$ cat src/rtl/csi_rx_pkg.sv
// Shared definitions for the CSI-2 receive clock-lane supervisor.
//   clk_state_e   : supervisor FSM states
//   DEF_*         : default window length and edge-count limits, derived from
//                   nominal reference/byte clock frequencies and the toggle
//                   divider applied in the byte clock domain.
package csi_rx_pkg;

  typedef enum logic [1:0] {
    HOLD_CLR = 2'd0,
    MEASURE  = 2'd1,
    RELEASE  = 2'd2,
    LOCKED   = 2'd3
  } clk_state_e;

  localparam int REF_FREQ_MHZ         = 100;
  localparam int BYTE_FREQ_MHZ        = 100;
  // byte_toggle changes once every 8 byte clocks
  localparam int BYTE_CLKS_PER_TOGGLE = 8;
  localparam int DEF_WINDOW_CYCLES    = 1024;
  // Edges expected per window at nominal rates (128 for the defaults)
  localparam int NOM_EDGES     = (DEF_WINDOW_CYCLES * BYTE_FREQ_MHZ) /
                                 (REF_FREQ_MHZ * BYTE_CLKS_PER_TOGGLE);
  // Accept -25 % .. +25 % around nominal
  localparam int DEF_MIN_EDGES = (NOM_EDGES * 3) / 4;
  localparam int DEF_MAX_EDGES = (NOM_EDGES * 5) / 4;

endpackage

$ cat src/rtl/csi_rx_toggle_sync.sv
// Synchroniser and edge detector for the byte-domain toggle.
//   ref_clock    : reference clock
//   reset        : asynchronous active-high reset
//   toggle_async : toggle signal from the byte clock domain
//   edge_pulse   : one-cycle pulse per toggle transition, visible
//                  SYNC_STAGES cycles after the input transition and counted
//                  by the consumer on the following edge
module csi_rx_toggle_sync #(
  parameter int SYNC_STAGES = 2
) (
  input  logic ref_clock,
  input  logic reset,
  input  logic toggle_async,
  output logic edge_pulse
);

  logic [SYNC_STAGES-1:0] sync_q;
  logic                   hist_q;

  always_ff @(posedge ref_clock or posedge reset) begin
    if (reset) begin
      sync_q <= '0;
      hist_q <= 1'b0;
    end else begin
      sync_q <= {sync_q[SYNC_STAGES-2:0], toggle_async};
      hist_q <= sync_q[SYNC_STAGES-1];
    end
  end

  assign edge_pulse = sync_q[SYNC_STAGES-1] ^ hist_q;

endmodule

$ cat src/rtl/csi_rx_clk_lane_ctrl.sv
// CSI-2 receive clock-lane supervisor. Measures the recovered byte clock rate
// via a toggle counted over fixed reference-clock windows, holds the regional
// clock buffers in CLR until the lane is measured good, then releases the
// per-lane deserialiser resets in a staggered sequence and watches for loss.
//
// Ports:
//   ref_clock    : free-running reference clock
//   reset        : asynchronous active-high reset
//   byte_toggle  : async toggle, one transition per 8 byte clocks
//   bufr_clr     : CLR for bit/byte BUFRs
//   serdes_reset : per-lane ISERDES/aligner reset, active-high
//   clk_locked   : lane measured in range and all lanes released
//   clk_lost     : one-cycle pulse when loss is declared
//   edge_count   : edge count of the last completed window
//
// Build option CSI_RX_CLK_RELOCK_EN: when defined, loss of the clock lane
// re-enters HOLD_CLR and re-initialises. When undefined, LOCKED is sticky
// until reset; loss only pulses clk_lost.
//
// state    | meaning
// HOLD_CLR | BUFR CLR asserted, all lanes in reset, window counter frozen
// MEASURE  | CLR released; first window discarded, second window judged
// RELEASE  | lane resets released every LANE_STAGGER cycles, window watched
// LOCKED   | clk_locked high; consecutive bad windows counted toward loss
module csi_rx_clk_lane_ctrl
  import csi_rx_pkg::*;
#(
  parameter int NUM_LANES     = 2,
  parameter int SYNC_STAGES   = 2,
  parameter int WINDOW_CYCLES = DEF_WINDOW_CYCLES,
  parameter int MIN_EDGES     = DEF_MIN_EDGES,
  parameter int MAX_EDGES     = DEF_MAX_EDGES,
  parameter int CLR_CYCLES    = 16,
  parameter int LANE_STAGGER  = 8,
  parameter int LOSS_WINDOWS  = 2
) (
  input  logic                                 ref_clock,
  input  logic                                 reset,
  input  logic                                 byte_toggle,
  output logic                                 bufr_clr,
  output logic [NUM_LANES-1:0]                 serdes_reset,
  output logic                                 clk_locked,
  output logic                                 clk_lost,
  output logic [$clog2(WINDOW_CYCLES+1)-1:0]   edge_count
);

  localparam int CNT_W = $clog2(WINDOW_CYCLES + 1);
  localparam int CLR_W = $clog2(CLR_CYCLES + 1);
  localparam int STG_W = $clog2(NUM_LANES * LANE_STAGGER + 1);
  localparam int BAD_W = $clog2(LOSS_WINDOWS + 1);

  localparam logic [CNT_W-1:0] WIN_LAST = CNT_W'(WINDOW_CYCLES - 1);
  localparam logic [CNT_W-1:0] ACC_MAX  = CNT_W'(WINDOW_CYCLES);
  localparam logic [CNT_W-1:0] MIN_CNT  = CNT_W'(MIN_EDGES);
  localparam logic [CNT_W-1:0] MAX_CNT  = CNT_W'(MAX_EDGES);
  localparam logic [CLR_W-1:0] CLR_LAST = CLR_W'(CLR_CYCLES - 1);
  localparam logic [STG_W-1:0] STG_DONE = STG_W'(NUM_LANES * LANE_STAGGER);
  localparam logic [BAD_W-1:0] BAD_LOSS = BAD_W'(LOSS_WINDOWS);
  localparam logic [BAD_W-1:0] BAD_LAST = BAD_W'(LOSS_WINDOWS - 1);

  clk_state_e           state_q, state_d;
  logic [CLR_W-1:0]     clr_cnt_q, clr_cnt_d;
  logic [CNT_W-1:0]     win_cnt_q, win_cnt_d;
  logic [CNT_W-1:0]     acc_q, acc_d;
  logic [CNT_W-1:0]     edge_count_q, edge_count_d;
  logic                 first_done_q, first_done_d;
  logic [STG_W-1:0]     stg_cnt_q, stg_cnt_d;
  logic [BAD_W-1:0]     bad_cnt_q, bad_cnt_d;
  logic                 bufr_clr_q, bufr_clr_d;
  logic [NUM_LANES-1:0] serdes_reset_q, serdes_reset_d;
  logic                 clk_locked_q, clk_locked_d;
  logic                 clk_lost_q, clk_lost_d;

  logic edge_pulse;
  logic win_wrap;
  logic window_ok;

  csi_rx_toggle_sync #(
    .SYNC_STAGES (SYNC_STAGES)
  ) u_toggle_sync (
    .ref_clock    (ref_clock),
    .reset        (reset),
    .toggle_async (byte_toggle),
    .edge_pulse   (edge_pulse)
  );

  always_comb begin
    state_d        = state_q;
    clr_cnt_d      = '0;
    win_cnt_d      = '0;
    acc_d          = '0;
    edge_count_d   = edge_count_q;
    first_done_d   = first_done_q;
    stg_cnt_d      = '0;
    bad_cnt_d      = '0;
    serdes_reset_d = serdes_reset_q;
    clk_lost_d     = 1'b0;
    win_wrap       = 1'b0;
    window_ok      = 1'b0;

    // Window counter and accumulator are frozen at zero in HOLD_CLR, so
    // edges seen there are dropped and MEASURE starts from a clean window.
    if (state_q != HOLD_CLR) begin
      win_wrap  = (win_cnt_q == WIN_LAST);
      window_ok = (acc_q >= MIN_CNT) && (acc_q <= MAX_CNT);
      if (win_wrap) begin
        edge_count_d = acc_q;
        // An edge on the wrap cycle belongs to the next window
        acc_d        = CNT_W'(edge_pulse);
      end else begin
        win_cnt_d = win_cnt_q + 1'b1;
        acc_d     = (edge_pulse && (acc_q != ACC_MAX)) ? acc_q + 1'b1 : acc_q;
      end
    end

    case (state_q)
      HOLD_CLR: begin
        clr_cnt_d      = clr_cnt_q + 1'b1;
        serdes_reset_d = '1;
        first_done_d   = 1'b0;
        if (clr_cnt_q == CLR_LAST) begin
          state_d = MEASURE;
        end
      end

      MEASURE: begin
        if (win_wrap) begin
          if (!first_done_q) begin
            first_done_d = 1'b1;
          end else if (window_ok) begin
            state_d = RELEASE;
          end else begin
            state_d = HOLD_CLR;
          end
        end
      end

      RELEASE: begin
        stg_cnt_d = stg_cnt_q + 1'b1;
        if (win_wrap && !window_ok) begin
          state_d        = HOLD_CLR;
          serdes_reset_d = '1;
        end else begin
          for (int i = 0; i < NUM_LANES; i++) begin
            if (stg_cnt_d == STG_W'((i + 1) * LANE_STAGGER)) begin
              serdes_reset_d[i] = 1'b0;
            end
          end
          if (stg_cnt_d == STG_DONE) begin
            state_d = LOCKED;
          end
        end
      end

      LOCKED: begin
        bad_cnt_d = bad_cnt_q;
        if (win_wrap) begin
          if (window_ok) begin
            bad_cnt_d = '0;
          end else if (bad_cnt_q == BAD_LAST) begin
            bad_cnt_d  = BAD_LOSS;
            clk_lost_d = 1'b1;
`ifdef CSI_RX_CLK_RELOCK_EN
            state_d        = HOLD_CLR;
            serdes_reset_d = '1;
`else
            // Sticky lock: counter parks at the limit until a good window
            state_d = LOCKED;
`endif
          end else if (bad_cnt_q < BAD_LOSS) begin
            bad_cnt_d = bad_cnt_q + 1'b1;
          end
        end
      end

      default: begin
        state_d        = HOLD_CLR;
        serdes_reset_d = '1;
      end
    endcase

    bufr_clr_d   = (state_d == HOLD_CLR);
    // Asserted one cycle after entering LOCKED, dropped with the loss edge
    clk_locked_d = (state_q == LOCKED) && (state_d == LOCKED);
  end

  always_ff @(posedge ref_clock or posedge reset) begin
    if (reset) begin
      state_q        <= HOLD_CLR;
      clr_cnt_q      <= '0;
      win_cnt_q      <= '0;
      acc_q          <= '0;
      edge_count_q   <= '0;
      first_done_q   <= 1'b0;
      stg_cnt_q      <= '0;
      bad_cnt_q      <= '0;
      bufr_clr_q     <= 1'b1;
      serdes_reset_q <= '1;
      clk_locked_q   <= 1'b0;
      clk_lost_q     <= 1'b0;
    end else begin
      state_q        <= state_d;
      clr_cnt_q      <= clr_cnt_d;
      win_cnt_q      <= win_cnt_d;
      acc_q          <= acc_d;
      edge_count_q   <= edge_count_d;
      first_done_q   <= first_done_d;
      stg_cnt_q      <= stg_cnt_d;
      bad_cnt_q      <= bad_cnt_d;
      bufr_clr_q     <= bufr_clr_d;
      serdes_reset_q <= serdes_reset_d;
      clk_locked_q   <= clk_locked_d;
      clk_lost_q     <= clk_lost_d;
    end
  end

  assign bufr_clr     = bufr_clr_q;
  assign serdes_reset = serdes_reset_q;
  assign clk_locked   = clk_locked_q;
  assign clk_lost     = clk_lost_q;
  assign edge_count   = edge_count_q;

endmodule

$ cat config.mk
export PLATFORM = sky130hd
export DESIGN_NAME = csi_rx_clk_lane_ctrl
export DESIGN_NICKNAME = d
export VERILOG_FILES = /design/src/rtl/csi_rx_pkg.sv /design/src/rtl/csi_rx_toggle_sync.sv /design/src/rtl/csi_rx_clk_lane_ctrl.sv
export SDC_FILE = /design/constraint.sdc
export NUM_CORES = 1
export LEC_CHECK = 0
export ABC_AREA = 1
export BUFFER_PORTS_ARGS = -buffer_cell sky130_fd_sc_hd__buf_2
export CORE_MARGIN = 3
export CORE_UTILIZATION = 40
export CTS_BUF_LIST = sky130_fd_sc_hd__clkbuf_8
export CTS_CLUSTER_DIAMETER = 50
export DETAILED_ROUTE_END_ITERATION = 8
export GPL_ROUTABILITY_DRIVEN = 0
export MAX_ROUTING_LAYER = met4
export SLEW_MARGIN = 40
export SYNTH_ARGS = -nofsm -noshare
export SYNTH_HDL_FRONTEND = slang
export SYNTH_SLANG_ARGS = --single-unit
$ cat constraint.sdc
create_clock -name ref_clock -period 2.26 [get_ports ref_clock]
set_clock_uncertainty 0.05 [all_clocks]
set_input_delay 0.339 -clock ref_clock [delete_from_list [all_inputs] [get_ports ref_clock]]
set_output_delay 0.339 -clock ref_clock [all_outputs]
set_load 0.05 [all_outputs]
# Word-level counts from Yosys, hierarchy flattened
# Cells that the tools add are included.
[word_totals] input_bits=3 romBits=0 wordCells=89 ram_bits=0 mem_count=0 register_bits=56 out_inout_bits=16 latch_bits=0
[classes] bitwise_logic=1 reduce_logical=15 order_cmp=3 shift=0 addsub=5 eq_ne=16 n_mux=34 n_mul=0 div=0
[op_table] operator="two-way mux 11 bit" n=5
[op_table] operator="two-way mux 2 bit" n=15
[op_table] operator="adder 11 x 1 -> 11 bit, second input constant" n=2
[op_table] operator="equality test 11 x 10 -> 1 bit, second input constant" n=1
[op_table] operator=">= comparator 11 x 7 -> 1 bit, second input constant" n=1
[op_table] operator="<= comparator 11 x 8 -> 1 bit, second input constant" n=1
[op_table] operator="!= test 11 bit, second input constant" n=1
[op_table] operator="adder 5 x 1 -> 5 bit, second input constant" n=2
[op_table] operator="equality test 5 x 4 -> 1 bit, second input constant" n=2
[op_table] operator="two-way mux 5 bit" n=2
[op_table] operator="AND reduction 2 bit" n=5
[op_table] operator="two-way mux 1 bit" n=9
[op_table] operator="case mux 2 bit (4 select lines)" n=1
[op_table] operator="equality test 2 bit, second input constant" n=3
[op_table] operator="!= test 3 bit, second input constant" n=2
[op_table] operator="nonzero test 2 bit" n=3
[op_table] operator="equality test 5 bit, second input constant" n=1
[op_table] operator="equality test 2 x 1 -> 1 bit, second input constant" n=2
[op_table] operator="logical AND 1 bit" n=4
[op_table] operator="logical NOT 2 bit" n=2
[op_table] operator="!= test 2 bit, second input constant" n=2
[op_table] operator="!= test 4 bit, second input constant" n=1
[op_table] operator="case mux 2 bit (2 select lines)" n=1
[op_table] operator="!= test 3 x 1 -> 1 bit, second input constant" n=1
[op_table] operator="other kinds (5)" n=5

# Logic depth before layout (Yosys ltp)
# Gate-level depths: netlist (run 1).
[logic_depth] depth_word=9 depth_mapped=11 mapped_depth_nobuf=11

# By module
# From an unflattened synthesis (run 1), not the netlist that was laid out.
[hier_totals] hier_cells=328 area_unflattened_um2=2793.9
[by_module_without_submodules] mod="csi_rx_clk_lane_ctrl" n_inst=1 area_each_um2=2696.3 cells_each=319 seq_area_each_um2=1330.0
[by_module_without_submodules] mod="csi_rx_toggle_sync" n_inst=1 area_each_um2=97.6 cells_each=9 seq_area_each_um2=75.1

# Least setup slack after synthesis (run 1)
# No wires, ideal clock.
[synth_path] path_kind="register to register" startpoint="register win_cnt_q[0]" endpoint="register bufr_clr_q (netlist: bufr_clr)" setup_ns=0.064 arrival_ns=1.392 stages_incl_launch_ff=11 t_required_ns=2.146 path_slack_ns=0.754 period_less_slack_ns=1.506 n_path_buf=1 path_cell_list="dfrtp_1 > ha_1 > nand2_2 > nor2_4 > nand3_4 > buf_6 > nor2_8 > nand2_4 > nand2_4 > nand3_2 > nor2_2"
[synth_via] elab_chain_cells=6 elab_cells_between_ends=8 classes_between="eq/ne: 1; mux: 5; reduce/logical: 2"
[synth_lines] item="start, declared" line_no="csi_rx_clk_lane_ctrl.sv:63" source="logic [CNT_W-1:0] win_cnt_q, win_cnt_d;"
[synth_lines] item="start signal, assigned" line_no="csi_rx_clk_lane_ctrl.sv:204" source="win_cnt_q <= win_cnt_d;"
[synth_lines] item="equality test 11 x 10 -> 1 bit (*)" line_no="csi_rx_clk_lane_ctrl.sv:104" source="win_wrap = (win_cnt_q == WIN_LAST);"
[synth_lines] item="two-way mux 1 bit (*)" line_no="csi_rx_clk_lane_ctrl.sv:103" source="if (state_q != HOLD_CLR) begin"
[synth_lines] item="logical AND 1 bit" line_no="csi_rx_clk_lane_ctrl.sv:140" source="if (win_wrap && !window_ok) begin"
[synth_lines] item="two-way mux 2 bit" line_no="csi_rx_clk_lane_ctrl.sv:140"
[synth_lines] item="case mux 2 bit (4 select lines) (*)" line_no="csi_rx_clk_lane_ctrl.sv:116" source="case (state_q)"
[synth_lines] item="via state_d[1]" line_no="csi_rx_clk_lane_ctrl.sv:61" source="clk_state_e state_q, state_d;"
[synth_lines] item="logical NOT 2 bit (*)" line_no="csi_rx_clk_lane_ctrl.sv:182" source="bufr_clr_d = (state_d == HOLD_CLR);"
[synth_lines] item="via bufr_clr_d" line_no="csi_rx_clk_lane_ctrl.sv:69" source="logic bufr_clr_q, bufr_clr_d;"
[synth_lines] item="end signal, assigned" line_no="csi_rx_clk_lane_ctrl.sv:210" source="bufr_clr_q <= bufr_clr_d;"
[synth_lines] item="end, declared" line_no="csi_rx_clk_lane_ctrl.sv:69"
# The timed path passes the listed nets; every way through them passes the cells marked *.
# A chain may end at the register's enable or synchronous reset.

# Worst setup path in the final report (run 1)
[layout_path] startpoint="register win_cnt_q[0]" endpoint="register acc_q[8]"
[layout_via] elab_chain_cells=3 elab_cells_between_ends=4 classes_between="eq/ne: 2; mux: 2"
[layout_lines] item="equality test 11 x 10 -> 1 bit (*)" line_no="csi_rx_clk_lane_ctrl.sv:104"
[layout_lines] item="two-way mux 11 bit" line_no="csi_rx_clk_lane_ctrl.sv:106" source="if (win_wrap) begin"
[layout_lines] item="two-way mux 11 bit" line_no="csi_rx_clk_lane_ctrl.sv:103"
[layout_lines] item="end signal, assigned" line_no="csi_rx_clk_lane_ctrl.sv:192" source="acc_q <= '0;"
[layout_lines] item="end signal, assigned" line_no="csi_rx_clk_lane_ctrl.sv:205" source="acc_q <= acc_d;"
[layout_lines] item="end, declared" line_no="csi_rx_clk_lane_ctrl.sv:64" source="logic [CNT_W-1:0] acc_q, acc_d;"
# Every way passes the cells marked *; elsewhere a longest branch is shown, timed or not.

==> load_flow_metrics.sql, run 1 <==
INSERT INTO impl_metrics (metric_group, metric, value, unit) VALUES
('clocking', 'cts_setup_buffers', '0', ''),
('synth', 'post_synth_mux_area_share', '0', '%'),
('final_layout', 'num_antenna_cells', '0', ''),
('power', 'combinationalPowerShare', '10.9', '%'),
('worst_setup_path', 'timing.reg2reg.worst_path_depth', '10', ''),
('clocking', 'cts.hold.buffers_added', '0', ''),
('synth', 'main_combinational_cell_family_by_area_after_synthesis', 'simple AND/OR/NAND/NOR gates', ''),
('floorplan', 'die-area', '0.00792', 'mm^2'),
('floorplan', 'io_pins', '19', ''),
('routing', 'post-route-drc-count', '0', ''),
('synth', 'synth.most_common_cell', 'nand2_1', ''),
('sta', 'layout_worst_path_cycle_share', '84.7', '%'),
('global_route', 'grt_start_max_net_pins', '31', ''),
('floorplan', 'chipHeight', '89.0', 'um'),
('sta', 'worst_slew_margin_rel', '60.4', '%'),
('synth', 'part_of_the_yosys_area_used_for_sequential_elements', '51.0', '%'),
('routing', 'drt-initial-drc-count', '91', ''),
('outcome', 'status', 'complete, no violations', ''),
('power', 'power.share.clock', '29.5', '%'),
('synth', 'synth-async-reset-ratio', '100', '%'),
('synth', 'netlist_instances', '320', ''),
('sta', 'fmax', '0.522', 'GHz'),
('synth', 'post-synth-top-area-cell', 'dfrtp_1', ''),
('routing', 'route.detailed.vias_per_inst', '4.90', ''),
('job', 'cap_violations', '0', ''),
('clocking', 'clk-insertion-delay-late', '0.31', 'ns'),
('floorplan', 'die_w', '89.0', 'um'),
('final_layout', 'final_core_util', '46.7', '%'),
('clocking', 'postCtsResizedCells', '0', ''),
('global_route', 'grt_pass1_wl', '9320', 'um'),
('final_layout', 'final_layout_size_suffix_gt1_share', '14.6', '%'),
('clocking', 'htreeDepth', '2', ''),
('worst_setup_path', 'critical_path_peak_fanout', '11', ''),
('synth', 'synth-main-ff-cell', 'dfrtp_1', ''),
('synth', 'top_cells_by_instance_count_after_synthesis', 'nand2_1 (63), dfrtp_1 (53), inv_1 (42), nor2_1 (42), o21ai_0 (27)', ''),
('sta', 'slew_viol_final', '0', ''),
('routing', 'first_pass_iters', '4', ''),
('power', 'p_per_cell_area', '615', 'mW/mm^2'),
('worst_setup_path', 'worst-endpoint-arrival', '2.06', 'ns'),
('sta', 'timing_hold_violations_final', '0', ''),
('clocking', 'cts.reportedPaths.clkPinSlew', '0.09', 'ns'),
('routing', 'via_count', '2058', ''),
('sta', 'setup_viol', '0', ''),
('placement', 'place.detailed.hpwl', '3820', 'um'),
('synth', 'number_of_flops_mapped_to_enable_cells_by_yosys', '0', ''),
('routing', 'wl_per_cell', '12.4', 'um'),
('sta', 'timing.final.crit_period', '1.92', 'ns'),
('power', 'seqPwrFrac', '59.6', '%'),
('global_route', 'first_global_vias', '2020', ''),
('worst_setup_path', 'setup.reg_to_reg.worst_slack', '0.34', 'ns'),
('floorplan', 'floorplan.core_area', '0.00649', 'mm^2'),
('synth', 'syn_nets', '331', ''),
('power', 'power.ir.vdd_worst', '247', 'uV'),
('worst_setup_path', 'crit_required', '2.41', 'ns'),
('synth', 'syn_avg_cell_area', '8.61', 'um^2'),
('clocking', 'clock_tree.buffer_depth', '2', ''),
('synth', 'syn_area', '0.00276', 'mm^2'),
('power', 'total_switching_power', '0.000501', 'W'),
('power', 'power_leakage', '1.49', 'nW'),
('synth', 'synthXorXnorAreaFrac', '2.86', '%'),
('worst_setup_path', 'capturing_element_type_of_the_critical_path', 'flop', ''),
('synth', 'yosys.area_share.simple', '27.1', '%'),
('synth', 'synth.top_cells.by_area', 'dfrtp_1 (48%), nand2_1 (8.6%), inv_1 (5.7%)', ''),
('clocking', 'cts_tree', 'yes', ''),
('synth', 'synth_top_cell_area_share', '48.1', '%'),
('synth', 'yosysWarningCount', '0', ''),
('final_layout', 'fin_nets', '353', ''),
('floorplan', 'placement_rows', '29', ''),
('worst_hold_path', 'worstHoldPathType', 'in2async', ''),
('final_layout', 'syn_to_final_growth', '9.94', '%'),
('routing', 'drt-total-wl', '5190', 'um');
## flip-flops by register name, summed over array words and instances, names as in the netlist
register,count
clk_locked,1
u_toggle_sync.sync_q,2
acc_q,11
serdes_reset,2
first_done_q,1
bad_cnt_q,2
stg_cnt_q,5
u_toggle_sync.hist_q,1
bufr_clr,1
clk_lost,1
edge_count,11
state_q,2
win_cnt_q,11
clr_cnt_q,5
## placed cells by master, fill, tap and decap left out, types with 3 or more instances in the layout
master / count
a21oi_1: 9
buf_2: 18
clkbuf_8: 6
dfrtp_1: 53
dfstp_2: 3
ha_1: 8
inv_1: 43
inv_2: 4
nand2_1: 63
nand2_2: 4
nand2_4: 3
nand3_1: 15
nand4_1: 12
nor2_1: 42
nor2_4: 3
nor3_1: 5
o21ai_0: 27
xor2_1: 8
## per-stage QoR
| step | instances | setup WS, ns | cell area (um^2) | hold slack (ns) | power, W |
|---|---|---|---|---|---|
| floorplan | 320 | 0.505 | 2760 | 0.281 | 0.00128 |
| global placement | 412 | 0.384 | 2940 | 0.288 | 0.00133 |
| detailed placement | 412 | 0.346 | 2940 | 0.290 | 0.00134 |
| CTS | 420 | 0.331 | 3030 | 0.0567 | 0.00189 |
| global route | 420 | 0.109 | 3030 | 0.0740 | 0.00196 |
| finish | 420 | 0.345 | 3030 | 0.0378 | 0.00186 |
## worst max-delay path: stages, from the launching register on
cell	delay (ns)
dfrtp_1	0.40
ha_1	0.21
nand2_2	0.09
nor2_4	0.15
nand3_4	0.21
nand2_4	0.17
inv_1	0.13
nand2_2	0.17
inv_2	0.08
nand2_1	0.06
o21ai_0	0.07
## power by group through the flow
stage | Clock, W | Combinational, W | Sequential (W)
after floorplan | 0 | 0.000167 | 0.00111
after global placement | 0 | 0.000202 | 0.00113
after detailed placement | 0 | 0.000208 | 0.00113
after CTS | 0.000577 | 0.000208 | 0.00111
after global routing | 0.000612 | 0.000235 | 0.00112
final | 0.000550 | 0.000203 | 0.00111
## worst max path at each step
| stage | endpoint | start | cells after the start |
|---|---|---|---|
| 6_report | acc_q[8] | win_cnt_q[0] | 10 |
| 4_1_cts | acc_q[7] | win_cnt_q[0] | 10 |
| 3_5_place_dp | acc_q[7] | win_cnt_q[0] | 10 |
| 3_3_place_gp | acc_q[7] | win_cnt_q[0] | 10 |
| 2_1_floorplan | acc_q[0] | reset | 1 |
| 5_1_grt | acc_q[8] | win_cnt_q[0] | 10 |
## layer usage
layer	global-route usage (%)	share of wire (%)	vias up
li1	-	-	1065
met1	19.6	50	958
met2	24.7	46	28
met3	2.76	2.7	7
met4	5.01	1.7	0
met5	-	0	-
## kinds of logic after synthesis
kind of cell               Yosys count
and+or+nand+nor                    155
DFF                                 56
buffers and inverters               50
AOI/OAI and AO/OA                   42
xor gates and xnor gates             9
adders and majority gates            8
## cell type report
cell class	instances	area, um^2
tap	77	96.3
inverter	45	169
clock inverter	2	7.51
sequential	56	1410
timing repair buffer	20	118
multi-input combinational	214	1150
fill	636	3460
clock buffer	6	82.6
No activity file was read; power rests on OpenSTA's default activity.
==> run 2, diff against run 1 <==
- clock period: 2.26 -> 1.9 ns (I/O delays scaled with it)
==> load_flow_metrics.sql, run 2 (synthesis gave the netlist of run 1 again) <==
INSERT INTO impl_metrics (metric_group, metric, value, unit) VALUES
('outcome', 'status', 'complete, no violations', ''),
('routing', 'route.detailed.vias_per_inst', '4.81', ''),
('final_layout', 'layout.cells.most_common_list', 'nand2_1 (63), dfrtp_1 (53), nor2_1 (42), inv_1 (41), o21ai_0 (27)', ''),
('power', 'power.switching_fraction', '25.1', '%'),
('worst_setup_path', 'capturing_element_type_of_the_critical_path', 'flop', ''),
('floorplan', 'io_pins', '19', ''),
('clocking', 'clock_tree.buffer_depth', '2', ''),
('power', 'total_switching_power', '0.000605', 'W'),
('placement', 'post_dp_cell_area', '0.00297', 'mm^2'),
('final_layout', 'final_area', '0.00313', 'mm^2'),
('final_layout', 'fillCellCount', '620', ''),
('global_route', 'grtUsageMet3', '2.86', '%'),
('clocking', 'cts_num_sinks', '56', ''),
('sta', 'setup_viol', '0', ''),
('final_layout', 'num_antenna_cells', '0', ''),
('sta', 'grt_setup_unrepaired', 'yes', ''),
('global_route', 'grt-busiest-layer', 'met2', ''),
('sta', 'timing.final.crit_period', '1.73', 'ns'),
('sta', 'timing_hold_violations_final', '0', ''),
('floorplan', 'floorplan.core_area', '0.00649', 'mm^2'),
('sta', 'hold_ws', '0.0307', 'ns'),
('clocking', 'clk-insertion-delay-late', '0.31', 'ns'),
('sta', 'fmax', '0.578', 'GHz'),
('worst_setup_path', 'crit_required', '2.04', 'ns'),
('routing', 'wl_per_cell', '11.9', 'um'),
('worst_hold_path', 'worstHoldPathType', 'in2reg', ''),
('global_route', 'gr-total-overflow', '0', ''),
('placement', 'placement.setup.worst_slack', '0.0937', 'ns'),
('floorplan', 'die_w', '89.0', 'um'),
('floorplan', 'chipHeight', '89.0', 'um'),
('sta', 'setup_slack', '0.171', 'ns'),
('global_route', 'grt_pass1_wl', '8930', 'um'),
('floorplan', 'placement_rows', '29', ''),
('routing', 'post-route-drc-count', '0', ''),
('clocking', 'cts_root_buffer', 'clkbuf_8', ''),
('power', 'power.share.clock', '34.6', '%'),
('final_layout', 'mostFrequentLayoutCell', 'nand2_1', ''),
('worst_setup_path', 'setup.worst_path.start_class', 'flop', ''),
('clocking', 'numCtsBuffers', '5', ''),
('power', 'combinationalPowerShare', '10.3', '%'),
('sta', 'worst_slew_margin_rel', '66.9', '%'),
('global_route', 'grt_start_max_net_pins', '35', ''),
('final_layout', 'fin_nets', '361', ''),
('placement', 'place.detailed.hpwl', '3710', 'um'),
('worst_setup_path', 'critPathKind', 'reg2reg', ''),
('global_route', 'antenna_found_initial', '0', ''),
('floorplan', 'floorplan.initialDensity', '42.4', '%'),
('power', 'p_per_cell_area', '769', 'mW/mm^2'),
('global_route', 'grt_usage', '14.9', '%'),
('power', 'power.ir.vdd_worst', '267', 'uV'),
('clocking', 'cts_tree', 'yes', ''),
('placement', 'portBuffers', '18', ''),
('floorplan', 'die-area', '0.00792', 'mm^2'),
('sta', 'slew_viol_final', '0', ''),
('power', 'power_leakage', '1.53', 'nW'),
('final_layout', 'syn_to_final_growth', '13.5', '%'),
('global_route', 'first_global_vias', '2005', ''),
('clocking', 'htreeDepth', '2', ''),
('routing', 'via_count', '2057', ''),
('final_layout', 'final_layout_size_suffix_gt1_share', '16.8', '%'),
('job', 'cap_violations', '0', ''),
('clocking', 'cts.reportedPaths.clkPinSlew', '0.09', 'ns'),
('routing', 'route.antenna.remaining_nets', '0', ''),
('worst_setup_path', 'critical_path_peak_fanout', '7', ''),
('power', 'seqPwrFrac', '55.0', '%'),
('power', 'cellInternalPower', '0.00180', 'W'),
('routing', 'first_pass_iters', '4', ''),
('global_route', 'grt_util_met2', '22.3', '%'),
('clocking', 'postCtsResizedCells', '0', ''),
('sta', 'layout_worst_path_cycle_share', '91.0', '%'),
('worst_setup_path', 'worst-endpoint-arrival', '1.87', 'ns'),
('routing', 'drt-initial-drc-count', '92', ''),
('sta', 'worst_pin_slew', '0.496', 'ns'),
('global_route', 'grt_util_met1', '20.2', '%'),
('routing', 'drt-total-wl', '5070', 'um');
-- run 2: changes by cell type in the layout (fill, tap and decap cells not counted), sizes merged --
| cell | previous run | this run |
|---|---|---|
| buf | 20 | 27 |
| inv | 47 | 45 |
| bufinv | 0 | 1 |
| clkbuf | 6 | 7 |
| dlygate4sd3 | 0 | 1 |
-- run 2: power by group through the flow --
stage	clock, W	combinational, W	sequential (W)
2_1_floorplan	0	0.000199	0.00132
3_3_place_gp	0	0.000244	0.00134
3_5_place_dp	0	0.000247	0.00134
4_1_cts	0.000865	0.000252	0.00132
5_1_grt	0.000919	0.000297	0.00134
6_report	0.000834	0.000249	0.00132
-- run 2: critical path, cell delays in order (launching register included) --
cell and delay (ns):
dfrtp_1 0.39, ha_1 0.21, nand2_2 0.09, nor2_4 0.15
nand3_4 0.12, nand2_4 0.11, inv_1 0.12, nand2_2 0.17
inv_2 0.07, nand2_1 0.06, o21ai_0 0.07
-- run 2: per-layer routing --
metal / wire, um / up-vias / share of wire, %
met4: 110 / 0 / 2.2
met2: 2210 / 38 / 44
met1: 2580 / 917 / 51
met3: 173 / 11 / 3.4
li1: - / 1091 / -
met5: 0 / - / 0
-- run 2: final cells by class --
cell class                      instances  area (um^2)  share of cell area [%]
Sequential cell                        56         1410                    44.9
Multi-Input combinational cell        214         1150                    36.8
Timing Repair Buffer                   28          180                    5.76
Inverter                               45          169                    5.40
Clock buffer                            7         96.3                    3.08
Tap cell                               77         96.3                    3.08
Clock inverter                          1         30.0                   0.960
-- run 2: worst paths after layout --
kind / from / end / slack [ns] / cells past startpoint
min reg2reg: u_toggle_sync.sync_q[0] / u_toggle_sync.sync_q[1] / 0.31 / 0
min in group asynchronous: reset / stg_cnt_q[1] / 0.50 / 3
max: win_cnt_q[0] / acc_q[8] / 0.17 / 10
max in group asynchronous: reset / win_cnt_q[4] / 0.74 / 4
max reg2reg: win_cnt_q[0] / acc_q[8] / 0.17 / 10
min: byte_toggle / u_toggle_sync.sync_q[0] / 0.03 / 1
-- run 2: stage by stage --
step / util [%] / std cells / power, W / setup TNS, ns
after floorplan: - / 320 / 0.00152 / 0
after global placement: 45.7 / 416 / 0.00159 / 0
after detailed placement: 45.7 / 416 / 0.00159 / 0
after CTS: 47.8 / 425 / 0.00244 / 0
after global routing: 48.2 / 428 / 0.00255 / -0.0424
final: 48.2 / 428 / 0.00241 / 0
-- run 2: what timing repair did --
action                                  4_1_cts  5_1_grt
hold buffers                                  1        0
setup buffers                                 0        3
endpoints found under the hold margin        19        0
endpoints found under the setup margin        0        5
==> run 3, diff against run 2 <==
==> constraint.sdc (replaced) <==
create_clock -name ref_clock -period 1.9 [get_ports ref_clock]
set_clock_uncertainty 0.05 [all_clocks]
set_input_delay 0.19 -clock ref_clock [delete_from_list [all_inputs] [get_ports ref_clock]]
set_output_delay 0.19 -clock ref_clock [all_outputs]
set_load 0.05 [all_outputs]
==> load_flow_metrics.sql, run 3 (synthesis gave the netlist of run 1 again) <==
INSERT INTO impl_metrics (metric_group, metric, value, unit) VALUES
('final_layout', 'syn_to_final_growth', '12.8', '%'),
('worst_setup_path', 'regToRegStartpoint', 'acc_q[0]', ''),
('worst_setup_path', 'setup.reg_to_reg.worst_slack', '0.17', 'ns'),
('worst_setup_path', 'critPathKind', 'reg2reg', ''),
('final_layout', 'fin_nets', '362', ''),
('worst_setup_path', 'setup.worst_path.start_class', 'flop', ''),
('global_route', 'gr-total-overflow', '0', ''),
('global_route', 'antenna_found_initial', '0', ''),
('power', 'p_per_cell_area', '717', 'mW/mm^2'),
('routing', 'wl_per_cell', '12.0', 'um'),
('routing', 'route.detailed.vias_per_inst', '4.79', ''),
('power', 'power.ir.vdd_worst', '234', 'uV'),
('final_layout', 'final_area', '0.00311', 'mm^2'),
('global_route', 'grt_pass1_wl', '8800', 'um'),
('power', 'power.total', '0.00223', 'W'),
('worst_setup_path', 'critical_path_peak_fanout', '9', ''),
('clocking', 'cts_num_sinks', '56', ''),
('job', 'cap_violations', '0', ''),
('sta', 'setup_viol', '0', ''),
('outcome', 'status', 'complete, no violations', ''),
('floorplan', 'io_pins', '19', ''),
('final_layout', 'num_antenna_cells', '0', ''),
('sta', 'hold_ws', '0.305', 'ns'),
('clocking', 'cts_root_buffer', 'clkbuf_8', ''),
('sta', 'fin_tns_setup', '0', 'ns'),
('worst_setup_path', 'worstReg2RegEnd', 'acc_q[10]', ''),
('routing', 'route.antenna.remaining_nets', '0', ''),
('worst_setup_path', 'crit_required', '2.06', 'ns'),
('clocking', 'htreeDepth', '2', ''),
('sta', 'grt_setup_unrepaired', 'no', ''),
('sta', 'timing.final.crit_period', '1.73', 'ns'),
('sta', 'slew_viol_final', '0', ''),
('clocking', 'clk-insertion-delay-late', '0.31', 'ns'),
('worst_hold_path', 'hold_depth', '0', ''),
('floorplan', 'floorplan.core_area', '0.00649', 'mm^2'),
('placement', 'portBuffers', '18', ''),
('worst_setup_path', 'cp-startpoint', 'acc_q[0]', ''),
('clocking', 'clock_tree.buffer_depth', '2', ''),
('sta', 'worst_slew_margin_rel', '75.4', '%'),
('worst_hold_path', 'worstHoldPathType', 'reg2reg', ''),
('routing', 'drt-total-wl', '5130', 'um'),
('power', 'power_leakage', '1.53', 'nW'),
('clocking', 'cts.reportedPaths.clkPinSlew', '0.09', 'ns'),
('sta', 'fmax', '0.578', 'GHz'),
('worst_setup_path', 'timing.reg2reg.worst_path_depth', '11', ''),
('worst_setup_path', 'worst-endpoint-arrival', '1.89', 'ns'),
('final_layout', 'final_core_util', '47.9', '%'),
('placement', 'place.detailed.hpwl', '3710', 'um'),
('sta', 'timing_hold_violations_final', '0', ''),
('global_route', 'grt_start_max_net_pins', '57', ''),
('placement', 'post_dp_cell_area', '0.00298', 'mm^2'),
('routing', 'drt-initial-drc-count', '91', ''),
('floorplan', 'placement_rows', '29', ''),
('floorplan', 'floorplan.initialDensity', '42.4', '%'),
('global_route', 'grt_usage', '14.6', '%'),
('final_layout', 'mostFrequentLayoutCell', 'nand2_1', ''),
('clocking', 'numCtsBuffers', '5', ''),
('floorplan', 'chipHeight', '89.0', 'um'),
('sta', 'layout_worst_path_cycle_share', '91.1', '%'),
('floorplan', 'die_w', '89.0', 'um'),
('global_route', 'first_global_vias', '1954', ''),
('floorplan', 'die-area', '0.00792', 'mm^2'),
('routing', 'via_count', '2057', ''),
('worst_setup_path', 'capturing_element_type_of_the_critical_path', 'flop', ''),
('clocking', 'cts_tree', 'yes', ''),
('final_layout', 'final_layout_size_suffix_gt1_share', '16.2', '%'),
('sta', 'worst_pin_slew', '0.366', 'ns'),
('routing', 'first_pass_iters', '4', ''),
('routing', 'post-route-drc-count', '0', ''),
('final_layout', 'layout.cells.most_common_list', 'nand2_1 (63), dfrtp_1 (53), inv_1 (43), nor2_1 (42), o21ai_0 (27)', ''),
('worst_hold_path', 'holdCritStartpoint', 'u_toggle_sync.sync_q[0]', ''),
('worst_hold_path', 'worstHoldEndpoint', 'u_toggle_sync.sync_q[1]', '');
[run 3: layer usage]
metal  routed length (um)  up-vias  track usage [%]
li1                     -     1090                -
met1                 2540      935             19.0
met2                 2390       26             22.8
met3                  134        6             3.04
met4                   72        0             4.47
met5                    0        -                -
[run 3: worst max-delay path by stage]
stage	end	slack [ns]	cells past startpoint
6_report	acc_q[10]	0.17	11
5_1_grt	acc_q[10]	0.008	11
4_1_cts	acc_q[8]	0.08	10
3_5_place_dp	acc_q[7]	0.1	10
3_3_place_gp	acc_q[7]	0.16	10
2_1_floorplan	acc_q[0]	0.29	1
[run 3: power by group]
group          internal [W]  total, W  leakage, nW  switching (W)
Sequential          0.00124   0.00132        0.743      0.0000783
Clock              0.000288  0.000660       0.0538       0.000373
Combinational     0.0000960  0.000249        0.730       0.000153
Total               0.00163   0.00223         1.53       0.000604
[run 3: cell type report]
class	count	area, um^2
clock buffers	6	82.6
clock inverters	2	7.51
fillers	623	3390
inverters	45	169
multi-input cells	214	1160
flip-flops and latches	56	1410
well taps	77	96.3
repair buffers	29	190
[run 3: repair_timing]
item / 4_1_cts / 5_1_grt
endpoints found under the setup margin: 0 / 4
hold buffers: 2 / 0
setup buffers: 0 / 2
gates resized for setup: 0 / 1
hold endpoints to repair: 54 / 0
[run 3: per-stage QoR]
stage                     worst slack [ns]  instances
after detailed placement            0.0988        417
after CTS                           0.0751        427
after floorplan                      0.294        320
after global placement               0.157        417
after global routing               0.00763        429
final                                0.169        429
[run 3: worst max-delay path, stage by stage (launching register included)]
cell and delay, ns:
dfrtp_1 0.44, inv_1 0.11, ha_1 0.15, inv_1 0.04, nor2_1 0.12, nand2_1 0.08
o21ai_2 0.26, inv_2 0.14, nand2_1 0.09, nand2_1 0.05, nand2_1 0.07, nor2_1 0.04
